$ cat src/rtl/mp64_extmem_pkg.sv
// Shared constants for the mp64 external-memory path: beat width, burst sizes,
// PHY sequencer state encoding and the burst-length clamp.
package mp64_extmem_pkg;

  localparam int MP64_BEAT_W     = 64;
  localparam int MP64_BURST_CPU  = 1;
  localparam int MP64_BURST_TILE = 8;

  localparam logic [2:0] ST_IDLE  = 3'd0;
  localparam logic [2:0] ST_ISSUE = 3'd1;
  localparam logic [2:0] ST_RWAIT = 3'd2;
  localparam logic [2:0] ST_WRITE = 3'd3;
  localparam logic [2:0] ST_ACK   = 3'd4;
  localparam logic [2:0] ST_DONE  = 3'd5;

  // Zero-length requests become a single CPU beat; oversize ones a full tile.
  function automatic logic [3:0] mp64_clamp_beats(input logic [3:0] len);
    if (len == 4'd0)
      return 4'(MP64_BURST_CPU);
    else if (len > 4'(MP64_BURST_TILE))
      return 4'(MP64_BURST_TILE);
    else
      return len;
  endfunction

endpackage

$ cat src/rtl/mp64_phy_stats.sv
// Read/write beat counters for the SRAM PHY; free-running, wrap at 2^32.
module mp64_phy_stats (
  input  logic        clk,
  input  logic        rst_n,
  input  logic        i_rd_inc,
  input  logic        i_wr_inc,
  output logic [31:0] o_rd_beats,
  output logic [31:0] o_wr_beats
);

  logic [31:0] r_rd_beats;
  logic [31:0] r_wr_beats;

  always_ff @(posedge clk or negedge rst_n) begin
    if (!rst_n) begin
      r_rd_beats <= 32'd0;
      r_wr_beats <= 32'd0;
    end else begin
      if (i_rd_inc) r_rd_beats <= r_rd_beats + 32'd1;
      if (i_wr_inc) r_wr_beats <= r_wr_beats + 32'd1;
    end
  end

  assign o_rd_beats = r_rd_beats;
  assign o_wr_beats = r_wr_beats;

endmodule

$ cat src/rtl/mp64_extmem_sram_phy.sv
// Burst sequencer serving phy_* beats from a synchronous 64-bit SRAM.
// Beat counters are built only when MP64_EXTMEM_PHY_STATS_EN is defined.
module mp64_extmem_sram_phy
  import mp64_extmem_pkg::*;
#(
  parameter int SRAM_AW = 20,
  parameter int RD_LAT  = 2,
  parameter int WR_WAIT = 1
) (
  input  logic                   clk,
  input  logic                   rst_n,
  input  logic                   phy_req,
  input  logic [31:0]            phy_addr,
  input  logic [MP64_BEAT_W-1:0] phy_wdata,
  input  logic                   phy_wen,
  input  logic [3:0]             phy_burst_len,
  output logic [MP64_BEAT_W-1:0] phy_rdata,
  output logic                   phy_ack,
  output logic                   sram_ce_n,
  output logic                   sram_we_n,
  output logic [SRAM_AW-1:0]     sram_addr,
  output logic [MP64_BEAT_W-1:0] sram_dq_o,
  output logic                   sram_dq_oe,
  input  logic [MP64_BEAT_W-1:0] sram_dq_i,
  output logic [31:0]            stat_rd_beats,
  output logic [31:0]            stat_wr_beats
);

  localparam logic [7:0] RD_LAST = 8'(RD_LAT - 1);
  localparam logic [7:0] WR_LAST = 8'(WR_WAIT - 1);

  logic [2:0]             r_state;
  logic [SRAM_AW-1:0]     r_addr;
  logic                   r_wen;
  logic [3:0]             r_beats;
  logic [3:0]             r_beat;
  logic [7:0]             r_wait;
  logic [MP64_BEAT_W-1:0] r_rdata;
  logic [MP64_BEAT_W-1:0] r_dq;
  logic                   w_active;
  logic                   w_unused_addr;

  assign w_unused_addr = ^{phy_addr[31:SRAM_AW+3], phy_addr[2:0]};

  always_ff @(posedge clk or negedge rst_n) begin
    if (!rst_n) begin
      r_state <= ST_IDLE;
      r_addr  <= '0;
      r_wen   <= 1'b0;
      r_beats <= 4'd0;
      r_beat  <= 4'd0;
      r_wait  <= 8'd0;
      r_rdata <= '0;
      r_dq    <= '0;
    end else begin
      case (r_state)
        ST_IDLE: begin
          if (phy_req) begin
            r_addr  <= phy_addr[SRAM_AW+2:3];
            r_wen   <= phy_wen;
            r_beats <= mp64_clamp_beats(phy_burst_len);
            r_beat  <= 4'd0;
            r_state <= ST_ISSUE;
          end
        end
        ST_ISSUE: begin
          r_wait <= 8'd0;
          if (r_wen) begin
            r_dq    <= phy_wdata;
            r_state <= (WR_WAIT == 0) ? ST_ACK : ST_WRITE;
          end else if (RD_LAT == 0) begin
            r_rdata <= sram_dq_i;
            r_state <= ST_ACK;
          end else begin
            r_state <= ST_RWAIT;
          end
        end
        ST_RWAIT: begin
          if (r_wait == RD_LAST) begin
            r_rdata <= sram_dq_i;
            r_state <= ST_ACK;
          end else begin
            r_wait <= r_wait + 8'd1;
          end
        end
        ST_WRITE: begin
          if (r_wait == WR_LAST) r_state <= ST_ACK;
          else                   r_wait  <= r_wait + 8'd1;
        end
        ST_ACK: begin
          r_beat <= r_beat + 4'd1;
          // Word address wraps naturally at the top of the SRAM.
          if (r_beat + 4'd1 < r_beats) begin
            r_addr  <= r_addr + SRAM_AW'(1);
            r_state <= ST_ISSUE;
          end else begin
            r_state <= ST_DONE;
          end
        end
        ST_DONE: r_state <= ST_IDLE;
        default: r_state <= ST_IDLE;
      endcase
    end
  end

  // SRAM strobes decode straight from state so reset releases the bus at once.
  assign w_active   = (r_state == ST_ISSUE) || (r_state == ST_WRITE);
  assign sram_ce_n  = ~w_active;
  assign sram_we_n  = ~(w_active & r_wen);
  assign sram_dq_oe = w_active & r_wen;
  assign sram_dq_o  = ((r_state == ST_ISSUE) && r_wen) ? phy_wdata : r_dq;
  assign sram_addr  = r_addr;
  assign phy_ack    = (r_state == ST_ACK);
  assign phy_rdata  = r_rdata;

`ifdef MP64_EXTMEM_PHY_STATS_EN
  mp64_phy_stats u_stats (
    .clk        (clk),
    .rst_n      (rst_n),
    .i_rd_inc   (phy_ack & ~r_wen),
    .i_wr_inc   (phy_ack & r_wen),
    .o_rd_beats (stat_rd_beats),
    .o_wr_beats (stat_wr_beats)
  );
`else
  assign stat_rd_beats = 32'd0;
  assign stat_wr_beats = 32'd0;
`endif

endmodule

$ cat config.mk
export PLATFORM = sky130hd
export DESIGN_NAME = mp64_extmem_sram_phy
export DESIGN_NICKNAME = d
export VERILOG_FILES = /design/src/rtl/mp64_extmem_pkg.sv /design/src/rtl/mp64_phy_stats.sv /design/src/rtl/mp64_extmem_sram_phy.sv
export SDC_FILE = /design/constraint.sdc
export NUM_CORES = 1
export LEC_CHECK = 0
export ABC_AREA = 1
export CAP_MARGIN = 30
export CELL_PAD_IN_SITES_DETAIL_PLACEMENT = 0
export CELL_PAD_IN_SITES_GLOBAL_PLACEMENT = 1
export CORE_ASPECT_RATIO = 0.75
export CORE_MARGIN = 8
export CORE_UTILIZATION = 30
export DETAILED_ROUTE_END_ITERATION = 10
export PLACE_DENSITY = 0.87
export SYNTH_ARGS = -nofsm -noshare
export SYNTH_HDL_FRONTEND = slang
export SYNTH_SLANG_ARGS = --single-unit
export TNS_END_PERCENT = 100
$ cat constraint.sdc
create_clock -name clk -period 2.43 [get_ports clk]
set_clock_uncertainty 0.15 [all_clocks]
set_input_delay 0.486 -clock clk [delete_from_list [all_inputs] [get_ports clk]]
set_output_delay 0.486 -clock clk [all_outputs]
set_load 0.02 [all_outputs]
# Yosys cells after proc, flatten, opt, wreduce, memory -nomap -nowiden
# Cells that the tools add are included.
[totals]
register_bits = 168
latch_bits = 0
ram_bits = 0
rom_bits = 0
in_bits = 168
out_inout_bits = 216
wordCells = 58
mem_count = 0
[classes]
addsub = 3
multipliers = 0
div = 0
magnitude_cmp = 2
n_eq_ne = 11
shifts = 0
n_mux = 17
n_bitwise = 3
reduce_logical = 14
[op_table]
columns = ["op", "n"]
rows = [
  ["$mux W64", 1],
  ["$mux W20", 2],
  ["$pmux W20 S2", 1],
  ["$pmux W8 S3", 1],
  ["$add A20 B1 Y20 const B", 1],
  ["$mux W8", 2],
  ["$pmux W3 S5", 1],
  ["$mux W3", 4],
  ["$mux W4", 3],
  ["$ne A2 B2 Y1 const B", 5],
  ["$reduce_and A3 Y1", 3],
  ["$add A8 B1 Y8 const B", 1],
  ["$eq A8 B1 Y1 const B", 1],
  ["$logic_not A8 Y1", 1],
  ["$pmux W4 S2", 1],
  ["$reduce_and A2 Y1", 4],
  ["$eq A3 B2 Y1 const B", 2],
  ["$add A4 B1 Y4 const B", 1],
  ["$gt A4 B4 Y1 const B", 1],
  ["$logic_not A4 Y1", 1],
  ["$lt A4 B4 Y1", 1],
  ["$eq A3 B1 Y1 const B", 1],
  ["$eq A3 B3 Y1 const B", 1],
  ["$logic_not A3 Y1", 1],
  ["8 further kinds", 9],
]

# Longest topological paths before layout
[depth]
word_depth = 4
ltp_mapped = 12
mapped_depth_nobuf = 11

# Worst setup path before layout
# Ideal clock, no wire load.
[synth_path]
path_type = "register -> register"
start = "register r_beat[0]"
end = "register r_addr[17] (netlist: sram_addr[17])"
setup_time_ns = 0.117
t_arrival_ns = 1.748
t_required_ns = 2.163
setup_slack_ns = 0.416
path_stages_with_launch = 12
path_buffers = 2
period_less_slack_ns = 2.014
cell_sequence = "dfrtp_1 -> ha_1 -> ha_1 -> a21o_1 -> nand3_1 -> nand3_1 -> nand2_1 -> buf_4 -> inv_2 -> buf_6 -> nand2_1 -> nand2_1"
[synth_via]
elab_chain_cells = 4
[synth_lines]
columns = ["element", "line_no", "source"]
rows = [
  ["start: declaration", "mp64_extmem_sram_phy.sv:36", "logic [3:0] r_beat;"],
  ["start signal: assignment", "mp64_extmem_sram_phy.sv:91", "r_beat <= r_beat + 4'd1;"],
  ["$add A4 B1 Y4", "mp64_extmem_sram_phy.sv:93", "if (r_beat + 4'd1 < r_beats) begin"],
  ["$lt A4 B4 Y1", "mp64_extmem_sram_phy.sv:93", ""],
  ["$ne A2 B1 Y1 (no line)", "--", ""],
  ["$reduce_and A3 Y1 (no line)", "--", ""],
  ["end signal: assignment", "mp64_extmem_sram_phy.sv:59", "r_addr <= phy_addr[SRAM_AW+2:3];"],
  ["end signal: assignment", "mp64_extmem_sram_phy.sv:94", "r_addr <= r_addr + SRAM_AW'(1);"],
  ["end: declaration", "mp64_extmem_sram_phy.sv:33", "logic [SRAM_AW-1:0] r_addr;"],
]
# No other way between the ends.
# A chain may end at the register's enable or synchronous reset.

# Worst setup path in the final report
[layout_path]
start = "register r_state[2]"
end = "output port sram_dq_o[5]"
[layout_via]
elab_chain_cells = 3
[layout_lines]
columns = ["element", "line_no", "source"]
rows = [
  ["start: declaration", "mp64_extmem_sram_phy.sv:32", "logic [2:0] r_state;"],
  ["start signal: assignment", "mp64_extmem_sram_phy.sv:70", "r_state <= (WR_WAIT == 0) ? ST_ACK : ST_WRITE;"],
  ["$eq A3 B1 Y1", "mp64_extmem_sram_phy.sv:111", "assign sram_dq_o = ((r_state == ST_ISSUE) && r_wen) ? phy_wdata : r_dq;"],
  ["$logic_and A1 B1 Y1", "mp64_extmem_sram_phy.sv:111", ""],
  ["$mux W64", "mp64_extmem_sram_phy.sv:111", ""],
  ["end: declaration", "mp64_extmem_sram_phy.sv:22", "output logic [MP64_BEAT_W-1:0] sram_dq_o,"],
]
# No other way between the ends.

==> results.txt <==
Setup Slack @ Placement - -143.6 ps
cell with the most instances after synthesis - nand2_1
Final Wtd Congestion - 0.8076
Hold EP - r_dq[4]
top post-synthesis cells by count - 357 x nand2_1, 168 x dfrtp_1, 67 x buf_4
routed vias/inst - 4.294
DR iter-0 viols - 242
PnR worst setup slack - -57.38 ps
Tcrit/Tclk final - 102.4%
Mapped Area - 8075 um2
#FFs+latches synth - 168
via count - 6,831
Multi-input gate area - 3770 um2
Top FF cell, synth - dfrtp_1
final hold violations - 0
# setup viols final - 43
Die ar. - 32,480 um2
arrival time worst endpoint - 1850 ps
adder-cell share of the synthesized area - 1.240%
Slew Limit Fails - 0
post-synthesis simple-gate area fraction - 21.65%
CP Launch Point - r_state[2]
Worst setup SP type - register
I/O pins - 384
CTS tree - built
WP data required - 1790 ps
Post-layout nets - 1,404
async set-reset flop share out of synthesis - 100.0%
utilization after layout - 49.54%
post-synthesis xor/xnor area fraction - 0.3254%
All-Layer GR Usage - 15.45%
worst skew pair latency - 420 ps
largest net degree at the start of global routing - 62
post-synth top area cell - dfrtp_1
drt total wl - 27.03 mm
Worst R2R Path Depth - 9
Port Buffer Count - 307
Worst Setup End Kind - output pin
htree depth - 4
initial antenna violation count - 0
Clk pin slew, worst setup/hold paths - 60 ps
Filler cells - 2,412
mux share of post-synthesis cell area - 11.25%
Die W - 205.4 um
drt pass-1 iters - 5
WHS - 333.4 ps
Synthesis Warnings - 0
# diodes - 0
DR DRC count - 0
root cell of the clock tree - clkbuf_16
Reg area - 4204 um2
RSZ-0062 raised after global routing - yes
Sinks on Clock Net - 168
LEAKAGE - 0.006393 uW
Final min period - 2487 ps
synth top area cells - dfrtp_1 52%, nand2_1 17%, mux2_4 9.3%, buf_4 6.2%, nand3_1 2.2%
largest family of logic cells by synthesized area - simple AND/OR/NAND/NOR gates
CTS Buf Count - 17
worst hold path depth - 2
synthesis-to-finish area growth - 64.05%
wire per inst - 16.99 um
Site Rows - 52
failing checks - negative setup slack
Worst VDD drop - 0.0007769 V
initial core utilization - 30.20%
total grt overflow - 0
CTS Buffer Depth - 2
CP Max Fanout - 7
Compound-Gate Fraction of Synth Area - 2.959%
die height - 158.1 um
Hold Crit Start - r_dq[4]
core area - 26,740 um2
status - complete, but fails checks
number of global-route vias before repair - 6,997
Fmax - 402.0 MHz
Synth Instances - 865
share of cells above drive strength 1 - 29.60%
Synth top area share - 52.06%
R2R Setup Slk - 340 ps
PD cells - 1381 nW/um2
part of the Yosys area used for sequential elements - 52.06%
ANT nets after route - 0
R2R Path End - sram_addr[19]
Yosys cell types - 34
Setup Crit Path Kind - register to output pin
first-pass GRT wire length - 39.30 mm
Syn Area/Cell - 9.336 um2
worst r2r src - r_beat[0]
maxcap violations - 0
EDFF count, synth - 0
Post-DP HPWL - 19.13 mm
Hold Crit Class - register to register
==> logic make-up (layout without fill, tap and decap cells) <==
| family | count (synthesis) | after routing |
|---|---|---|
| adder cells (fa/ha/maj) | 8 | 8 |
| AND/OR/NAND/NOR | 438 | 438 |
| multiplexers | 64 | 64 |
| buffers and inverters | 141 | 453 |
| XOR/XNOR | 3 | 3 |
| flip-flops | 168 | 168 |
| AO/OA/AOI/OAI | 42 | 42 |
| other | 1 | 64 |
==> timing repair <==
item | CTS | global route
gates cloned | 7 | 5
hold buffers | 1 | 0
endpoints found under the setup margin | 67 | 65
gates resized for setup | 417 | 150
endpoints found under the hold margin | 26 | 0
pin swaps | 4 | 34
buffers inserted | 8 | 20
==> placed cells by master (no fill, tap or decap), types with 2 or more instances in the layout <==
master           count
mux2_2              14
nand2_4             39
nand4_1              4
ha_1                 8
mux2_4              50
bufinv_16            4
dfrtp_1            168
nor2_2               2
inv_1               34
clkbuf_16           21
clkdlybuf4s50_1    238
o22ai_1              2
inv_8                4
nor2_1              29
buf_16               6
a21oi_1              5
xnor2_1              2
o21ai_1              5
o21ai_0             21
dlygate4sd2_1        3
nand3_1             36
inv_6                4
nand2_1            238
conb_1              64
inv_2               12
buf_6               66
buf_4               42
nand2_2             81
nor2_4               4
buf_12              10
nor3_1               2
o21bai_1             3
a22o_1               3
==> worst max-delay path: stages (launching register included) <==
cell and delay, ps:
dfrtp_1 400, nor2_4 120, nand2_2 60, nor2_4 100, buf_12 170, buf_12 150, clkbuf_16 170, nand2_2 60
nand2_2 70, buf_6 120
==> layer usage <==
layer  wire (um)  part of all wire (%)  track usage (%)
met1       11880                    44            19.99
met2       13310                    49            25.11
met3        1577                   5.8            4.479
met4         263                  0.97            3.872
met5           0                     0                0
==> layout make-up <==
class	instances	share of cell area, %
clock buffers	18	3.315
clock inverters	13	1.530
inverters	48	1.558
multi-input cells	619	28.46
flip-flops and latches	168	31.73
well taps	351	3.315
repair buffers	373	30.01
repair inverters	1	0.08500
==> flip-flops by register name (all words and copies together), names as in the netlist <==
| signal | flops |
|---|---|
| r_beat | 4 |
| phy_rdata | 64 |
| sram_addr | 20 |
| r_wen | 1 |
| r_state | 3 |
| r_wait | 8 |
| r_beats | 4 |
| r_dq | 64 |
==> how the worst max path moves through the flow <==
| stage | to | slack [ps] | cells after the start |
|---|---|---|---|
| finish | sram_dq_o[5] | -60 | 9 |
| global route | sram_dq_o[5] | -170 | 9 |
| CTS | sram_dq_o[22] | -110 | 10 |
| detailed placement | sram_dq_o[20] | -140 | 8 |
| global placement | sram_dq_o[16] | -120 | 8 |
| floorplan | sram_addr[17] | 420 | 11 |
==> per-stage QoR <==
step / instance area [um2] / setup TNS (ps) / power (uW) / instances
final: 13250 / -813.8 / 18300 / 1591
after CTS: 12490 / -3041 / 17370 / 1566
after global routing: 13250 / -7150 / 19370 / 1591
after global placement: 11460 / -3929 / 13630 / 1519
after floorplan: 8312 / 0 / 9595 / 928
after detailed placement: 11460 / -4593 / 13770 / 1519
==> report_power, final <==
group          internal, uW  switching [uW]  total [uW]  leakage (uW)
clock network          1780            1210        2990      0.000318
logic                  5130            5170       10300       0.00404
registers              4150             854        5010       0.00203
No activity file was read; power rests on OpenSTA's default activity.
